`src/rtl/mem_master_if.sv`:
```
// Command/response and memory-side signals of mem_master, grouped as one bundle.
// master = mem_master side; slave = host/memory side.
interface mem_master_if #(
  parameter int ADDR_W = 4,
  parameter int DATA_W = 32
);
  logic              cmd_valid;
  logic              cmd_ready;
  logic              cmd_wr;
  logic [ADDR_W-1:0] cmd_addr;
  logic [DATA_W-1:0] cmd_wdata;
  logic              rsp_valid;
  logic              rsp_ready;
  logic [DATA_W-1:0] rsp_rdata;
  logic              rsp_err;
  logic              mem_en;
  logic              mem_rw_en;
  logic              mem_rr_en;
  logic [ADDR_W-1:0] mem_addr;
  logic [DATA_W-1:0] mem_data_in;
  logic [DATA_W-1:0] mem_data_out;
  logic              mem_valid_out;

  modport master (
    input  cmd_valid, cmd_wr, cmd_addr, cmd_wdata, rsp_ready, mem_data_out, mem_valid_out,
    output cmd_ready, rsp_valid, rsp_rdata, rsp_err, mem_en, mem_rw_en, mem_rr_en,
           mem_addr, mem_data_in
  );

  modport slave (
    output cmd_valid, cmd_wr, cmd_addr, cmd_wdata, rsp_ready, mem_data_out, mem_valid_out,
    input  cmd_ready, rsp_valid, rsp_rdata, rsp_err, mem_en, mem_rw_en, mem_rr_en,
           mem_addr, mem_data_in
  );
endinterface

```
`src/rtl/mem_master.sv`:
```
// Command FIFO + one-at-a-time initiator for the 16x32 register memory.
// Define MEM_MASTER_READBACK_EN to verify every write with a read-back compare.
module mem_master #(
  parameter int ADDR_W    = 4,
  parameter int DATA_W    = 32,
  parameter int CMD_DEPTH = 4
) (
  input  logic          clk,
  input  logic          rst,
  mem_master_if.master  bus,
  output logic          busy
);
  localparam int PTR_W = $clog2(CMD_DEPTH);
  localparam int CNT_W = PTR_W + 1;

  typedef enum logic [2:0] {
    IDLE,
    ISSUE_RD,
    CAPTURE,
    ISSUE_WR,
    RESP
`ifdef MEM_MASTER_READBACK_EN
    , VERIFY_RD,
    VERIFY_CMP
`endif
  } state_t;

  state_t state, state_nxt;

  logic              fifo_wr    [CMD_DEPTH];
  logic [ADDR_W-1:0] fifo_addr  [CMD_DEPTH];
  logic [DATA_W-1:0] fifo_wdata [CMD_DEPTH];
  logic [PTR_W-1:0]  wr_ptr, rd_ptr;
  logic [CNT_W-1:0]  count;
  logic              push, pop, fifo_empty;

  logic [ADDR_W-1:0] mem_addr_q;
  logic [DATA_W-1:0] mem_data_in_q;
  logic [DATA_W-1:0] rsp_rdata_q;
  logic              rsp_err_q;

  assign fifo_empty    = (count == '0);
  assign bus.cmd_ready = (count != CNT_W'(CMD_DEPTH));
  assign push          = bus.cmd_valid && bus.cmd_ready;
  assign pop           = (state == IDLE) && !fifo_empty;

  // Command FIFO: payload storage is not reset, only the pointers and count.
  always_ff @(posedge clk) begin
    if (push) begin
      fifo_wr[wr_ptr]    <= bus.cmd_wr;
      fifo_addr[wr_ptr]  <= bus.cmd_addr;
      fifo_wdata[wr_ptr] <= bus.cmd_wdata;
    end
  end

  always_ff @(posedge clk) begin
    if (rst) begin
      wr_ptr <= '0;
      rd_ptr <= '0;
      count  <= '0;
    end else begin
      if (push) wr_ptr <= wr_ptr + PTR_W'(1);
      if (pop)  rd_ptr <= rd_ptr + PTR_W'(1);
      case ({push, pop})
        2'b10:   count <= count + CNT_W'(1);
        2'b01:   count <= count - CNT_W'(1);
        default: count <= count;
      endcase
    end
  end

  // State register
  always_ff @(posedge clk) begin
    if (rst) state <= IDLE;
    else     state <= state_nxt;
  end

  // Next-state logic
  always_comb begin
    state_nxt = state;
    case (state)
      IDLE:     if (!fifo_empty) state_nxt = fifo_wr[rd_ptr] ? ISSUE_WR : ISSUE_RD;
      ISSUE_RD: state_nxt = CAPTURE;
      CAPTURE:  state_nxt = RESP;
`ifdef MEM_MASTER_READBACK_EN
      ISSUE_WR:   state_nxt = VERIFY_RD;
      VERIFY_RD:  state_nxt = VERIFY_CMP;
      VERIFY_CMP: state_nxt = RESP;
`else
      ISSUE_WR: state_nxt = RESP;
`endif
      RESP:     if (bus.rsp_ready) state_nxt = IDLE;
      default:  state_nxt = IDLE;
    endcase
  end

  // Outputs decoded from state; enables only exist in the issue states.
  always_comb begin
    bus.mem_en    = 1'b0;
    bus.mem_rr_en = 1'b0;
    bus.mem_rw_en = 1'b0;
    bus.rsp_valid = 1'b0;
    case (state)
      ISSUE_RD: begin
        bus.mem_en    = 1'b1;
        bus.mem_rr_en = 1'b1;
      end
      ISSUE_WR: begin
        bus.mem_en    = 1'b1;
        bus.mem_rw_en = 1'b1;
      end
`ifdef MEM_MASTER_READBACK_EN
      VERIFY_RD: begin
        bus.mem_en    = 1'b1;
        bus.mem_rr_en = 1'b1;
      end
`endif
      RESP:    bus.rsp_valid = 1'b1;
      default: ;
    endcase
    busy = !fifo_empty || (state != IDLE);
  end

  // Address/data are loaded on pop, i.e. on entry to the issue state, so they
  // hold the last issued value at all other times.
  always_ff @(posedge clk) begin
    if (rst) begin
      mem_addr_q    <= '0;
      mem_data_in_q <= '0;
      rsp_rdata_q   <= '0;
      rsp_err_q     <= 1'b0;
    end else begin
      if (pop) begin
        mem_addr_q <= fifo_addr[rd_ptr];
        if (fifo_wr[rd_ptr]) mem_data_in_q <= fifo_wdata[rd_ptr];
      end
      case (state)
        CAPTURE: begin
          rsp_rdata_q <= bus.mem_data_out;
          rsp_err_q   <= !bus.mem_valid_out;
        end
`ifdef MEM_MASTER_READBACK_EN
        VERIFY_CMP: begin
          rsp_rdata_q <= bus.mem_data_out;
          rsp_err_q   <= !bus.mem_valid_out || (bus.mem_data_out != mem_data_in_q);
        end
`else
        ISSUE_WR: begin
          rsp_rdata_q <= '0;
          rsp_err_q   <= 1'b0;
        end
`endif
        default: ;
      endcase
    end
  end

  assign bus.mem_addr    = mem_addr_q;
  assign bus.mem_data_in = mem_data_in_q;
  assign bus.rsp_rdata   = rsp_rdata_q;
  assign bus.rsp_err     = rsp_err_q;
endmodule

```
`src/flat_wrapper.sv`:
```
// flat-port wrapper written by rule: the top's interface ports become plain ports
module mem_master_flat 
#(
  parameter int ADDR_W    = 4,
  parameter int DATA_W    = 32,
  parameter int CMD_DEPTH = 4
)
  (clk, rst, busy, bus_cmd_valid, bus_cmd_wr, bus_cmd_addr, bus_cmd_wdata, bus_rsp_ready, bus_mem_data_out, bus_mem_valid_out, bus_cmd_ready, bus_rsp_valid, bus_rsp_rdata, bus_rsp_err, bus_mem_en, bus_mem_rw_en, bus_mem_rr_en, bus_mem_addr, bus_mem_data_in);
  mem_master_if #(.ADDR_W(ADDR_W), .DATA_W(DATA_W)) bus_i ();
  input  logic clk;
  input  logic rst;
  output logic busy;
  input wire logic [$bits(bus_i.cmd_valid)-1:0] bus_cmd_valid;
  input wire logic [$bits(bus_i.cmd_wr)-1:0] bus_cmd_wr;
  input wire logic [$bits(bus_i.cmd_addr)-1:0] bus_cmd_addr;
  input wire logic [$bits(bus_i.cmd_wdata)-1:0] bus_cmd_wdata;
  input wire logic [$bits(bus_i.rsp_ready)-1:0] bus_rsp_ready;
  input wire logic [$bits(bus_i.mem_data_out)-1:0] bus_mem_data_out;
  input wire logic [$bits(bus_i.mem_valid_out)-1:0] bus_mem_valid_out;
  output wire logic [$bits(bus_i.cmd_ready)-1:0] bus_cmd_ready;
  output wire logic [$bits(bus_i.rsp_valid)-1:0] bus_rsp_valid;
  output wire logic [$bits(bus_i.rsp_rdata)-1:0] bus_rsp_rdata;
  output wire logic [$bits(bus_i.rsp_err)-1:0] bus_rsp_err;
  output wire logic [$bits(bus_i.mem_en)-1:0] bus_mem_en;
  output wire logic [$bits(bus_i.mem_rw_en)-1:0] bus_mem_rw_en;
  output wire logic [$bits(bus_i.mem_rr_en)-1:0] bus_mem_rr_en;
  output wire logic [$bits(bus_i.mem_addr)-1:0] bus_mem_addr;
  output wire logic [$bits(bus_i.mem_data_in)-1:0] bus_mem_data_in;
  assign bus_i.cmd_valid = bus_cmd_valid;
  assign bus_i.cmd_wr = bus_cmd_wr;
  assign bus_i.cmd_addr = bus_cmd_addr;
  assign bus_i.cmd_wdata = bus_cmd_wdata;
  assign bus_i.rsp_ready = bus_rsp_ready;
  assign bus_i.mem_data_out = bus_mem_data_out;
  assign bus_i.mem_valid_out = bus_mem_valid_out;
  assign bus_cmd_ready = bus_i.cmd_ready;
  assign bus_rsp_valid = bus_i.rsp_valid;
  assign bus_rsp_rdata = bus_i.rsp_rdata;
  assign bus_rsp_err = bus_i.rsp_err;
  assign bus_mem_en = bus_i.mem_en;
  assign bus_mem_rw_en = bus_i.mem_rw_en;
  assign bus_mem_rr_en = bus_i.mem_rr_en;
  assign bus_mem_addr = bus_i.mem_addr;
  assign bus_mem_data_in = bus_i.mem_data_in;
  mem_master #(.ADDR_W(ADDR_W), .DATA_W(DATA_W), .CMD_DEPTH(CMD_DEPTH)) u_core (.clk(clk), .rst(rst), .bus(bus_i), .busy(busy));
endmodule
```
`config.mk`:
```
export PLATFORM = sky130hd
export DESIGN_NAME = mem_master_flat
export DESIGN_NICKNAME = d
export VERILOG_FILES = /design/src/rtl/mem_master_if.sv /design/src/rtl/mem_master.sv /design/src/flat_wrapper.sv
export SDC_FILE = /design/constraint.sdc
export NUM_CORES = 1
export LEC_CHECK = 0
export ABC_AREA = 1
export CAP_MARGIN = 20
export CELL_PAD_IN_SITES_DETAIL_PLACEMENT = 0
export CELL_PAD_IN_SITES_GLOBAL_PLACEMENT = 1
export CORE_MARGIN = 2
export CORE_UTILIZATION = 41
export CTS_CLUSTER_SIZE = 40
export DETAILED_ROUTE_END_ITERATION = 10
export GPL_TIMING_DRIVEN = 0
export PLACE_DENSITY_LB_ADDON = 0.1
export SLEW_MARGIN = 20
export SYNTH_ARGS = -nofsm -noshare
export SYNTH_HDL_FRONTEND = slang
export SYNTH_SLANG_ARGS = --single-unit
```
`constraint.sdc`:
```
create_clock -name clk -period 3.75 [get_ports clk]
set_input_delay 1.125 -clock clk [delete_from_list [all_inputs] [get_ports clk]]
set_output_delay 1.125 -clock clk [all_outputs]
set_load 0.005 [all_outputs]
```
==> flow_summary.toml <==
[grt]
grt_max_degree = 22
antenna_found_initial = 1
grt_pass1_vias = 5998
grt_overflow = 0
grtUsageTotal_pct = 18.1
grt_pass1_wl_mm = 31.6

[power]
cellLeakagePower_uw = 0.00434
irDropWorstVdd_mv = 0.383
p_per_area_mw_per_mm2 = 741

[synth]
synthCells = 853
synth-seq-cells = 229
synthesis.nets = 933
yosysSeqAreaShare_pct = 68.7
yosysWarnings = 0
syn_avg_cell_area_um2 = 10.3
syn_area_mm2 = 0.00883
synthDistinctLibCells = 25

[detailed_routing]
wl_met1_mm = 8.79
wl_met3_mm = 1.41
route.met2.wl_mm = 9.80
drc = 0
dr.max_layer_used = "met5"
vias_per_cell = 4.74
vias = 6281
drt_iter0_drc = 255
dr.pass1.iters = 4
antenna_left = 0
totalWireLength_mm = 20.3
wl_per_cell_um = 15.3

[setup_path]
cp_slowest_cell = "clkdlybuf4s50_1"
cp_data_required_time_ns = 2.62
critPathLaunchType = "register"
worst_setup_path_end_kind = "output pin"
critical_path.max_stage_delay_ns = 0.56
crit_arrival_ns = 2.05
critical_path_buf_inv_count = 3
rr_worst_depth = 11
reg2reg_setup_slack_ns = 1.55
r2r-end = "u_core.count[2]$_SDFFE_PP0P_"
criticalPathCategory = "reg -> out"
r2r-start = "u_core.count[0]$_SDFFE_PP0P_"
cp_max_fo = 10
crit_chain = "inv_2 > buf_1 > nor3_1 > clkdlybuf4s50_1"
crit_family = "buffers and inverters"

[sta]
grt_setup_unrepaired = "no"
setup_tns_ns = 0
hold_viol = 0
skew_ns = 0.0112
slew_headroom_pct = 50.1
setup-violations-final = 0
worst_pin_slew_ns = 0.746
min_period_ns = 3.17
slew_violations = 0
max_freq_mhz = 315
period_share_pct = 84.5
holdWs_ns = 0.495

[worst_hold_path]
hold_class = "reg -> reg"
hold_end = "u_core.bus.rsp_rdata[13]$_SDFFE_PP0P_"
hp-start = "u_core.bus.rsp_rdata[13]$_SDFFE_PP0P_"
whs_path_depth = 2

[layout]
diodes = 0
final_cell_mix = "nor2_1, edfxtp_1, clkdlybuf4s50_1"
fin_area_mm2 = 0.0116
area_delta_synth_final_pct = 30.9
fill_cells = 1903
layout.cells.most_common = "nor2_1"
nets = 1113
drive_above_1_share_pct = 7.24
final_util_pct = 54.8

[place]
placed_cell_area_mm2 = 0.0108
dp_hpwl_mm = 13.3
gp_congestion = 0.723
io_buffers = 147

[outcome]
outcome = "finished, final reports clean"

[clock_network]
clock_latency_ns = 0.50
clockBufferDepth = 3
path_clk_slew_ns = 0.06
cts_buffers = 25
clockRootBuffer = "clkbuf_16"
post_cts_resized = 0
cts_hold_buf = 0
htreeDepth = 1
cts_tree = "yes"
postCtsSetupBuffers = 0
clock_sinks = 229

[floorplanning]
fp.dieArea_mm2 = 0.0227
rows = 53
initial_core_util_pct = 41.9
chipHeight_um = 151
ios = 149
fp.dieW_um = 151
core_region_area_mm2 = 0.0211

[job]
drv_cap = 0
## cell families (layout without fill, tap and decap cells)
family,count (synthesis),count (layout),synth area share (%)
and+or+nand+nor,326,326,14.6
DFF,229,229,68.7
AOI/OAI and AO/OA,189,189,10.8
buffers and inverters,103,299,4.98
adders and majority gates,6,6,0.936
## area by class of cell
type	instances	area (µm²)	area share [%]
Sequential cell	229	6070	52.5
Multi-Input combinational cell	521	2350	20.3
Timing Repair Buffer	153	1620	14.0
Clock buffer	39	718	6.21
Tap cell	275	344	2.98
Buffer	46	225	1.95
Inverter	57	214	1.85
Clock inverter	4	16.3	0.141
## worst reg2reg max path, cell delays in order, from the launching register on
cell and delay (ns):
dfxtp_1 0.30, inv_2 0.09, nand3_1 0.12, nand2_1 0.42
ha_1 0.24, inv_1 0.07, fa_1 0.43, a21oi_1 0.14
o21ai_0 0.12, nand2_1 0.08, nand2_1 0.04, nor2_1 0.09
## power by group
group	internal, µW	switching [µW]	leakage [µW]
logic	1270	1690	0.00196
registers	3210	201	0.00202
clock network	1300	900	0.000357
## synth_stat cells, drive strengths merged
cell type / instances / area, µm²
inv: 56 / 210
nand3: 8 / 52.6
edfxtp: 148 / 4440
ha: 5 / 62.6
o211a: 1 / 10.0
nor3: 6 / 30.0
dfxtp: 81 / 1620
o21ai: 147 / 736
clkbuf: 20 / 75.1
a21oi: 41 / 205
clkinv: 1 / 3.75
nand2: 83 / 322
buf: 26 / 150
fa: 1 / 20.0
nor2: 229 / 883
## worst max path at each step
stage / startpoint / end / slack (ns) / cells past startpoint
3_3_place_gp: bus_cmd_valid / u_core.fifo_wdata[3][19]$_DFFE_PP_ / -1.50 / 3
6_report: u_core.state[0]$_SDFFE_PP0P_ / bus_mem_rw_en / 0.58 / 4
5_1_grt: u_core.state[0]$_SDFFE_PP0P_ / bus_mem_rw_en / 0.48 / 4
2_1_floorplan: bus_cmd_valid / u_core.fifo_addr[0][0]$_DFFE_PP_ / 0.46 / 2
3_5_place_dp: bus_cmd_valid / u_core.count[2]$_SDFFE_PP0P_ / 0.53 / 10
4_1_cts: u_core.state[0]$_SDFFE_PP0P_ / bus_mem_rw_en / 0.55 / 4
## through the flow
step,std cells,setup WS [ns],total power (µW)
after floorplan,853,0.459,5100
after global placement,1275,-1.50,6400
after detailed placement,1281,0.527,6460
after CTS,1324,0.553,8670
after global routing,1324,0.478,9180
final,1324,0.580,8570
## routing by layer
metal | up-vias | GRT usage, %
met5 | - | 0
met4 | 2 | 4.53
met3 | 26 | 5.03
met2 | 162 | 30.5
met1 | 2879 | 23.1
li1 | 3212 | -
## registers in the layout, indices dropped and copies added, names as in the netlist, named ones only
signal / flops
u_core.count: 3
u_core.fifo_addr: 16
u_core.fifo_wr: 4
u_core.rd_ptr: 2
u_core.bus.mem_data_in: 32
u_core.wr_ptr: 2
u_core.bus.rsp_err: 1
u_core.state: 3
u_core.fifo_wdata: 128
u_core.bus.rsp_rdata: 32
u_core.bus.mem_addr: 4
Power figures use the tool's default switching activity.
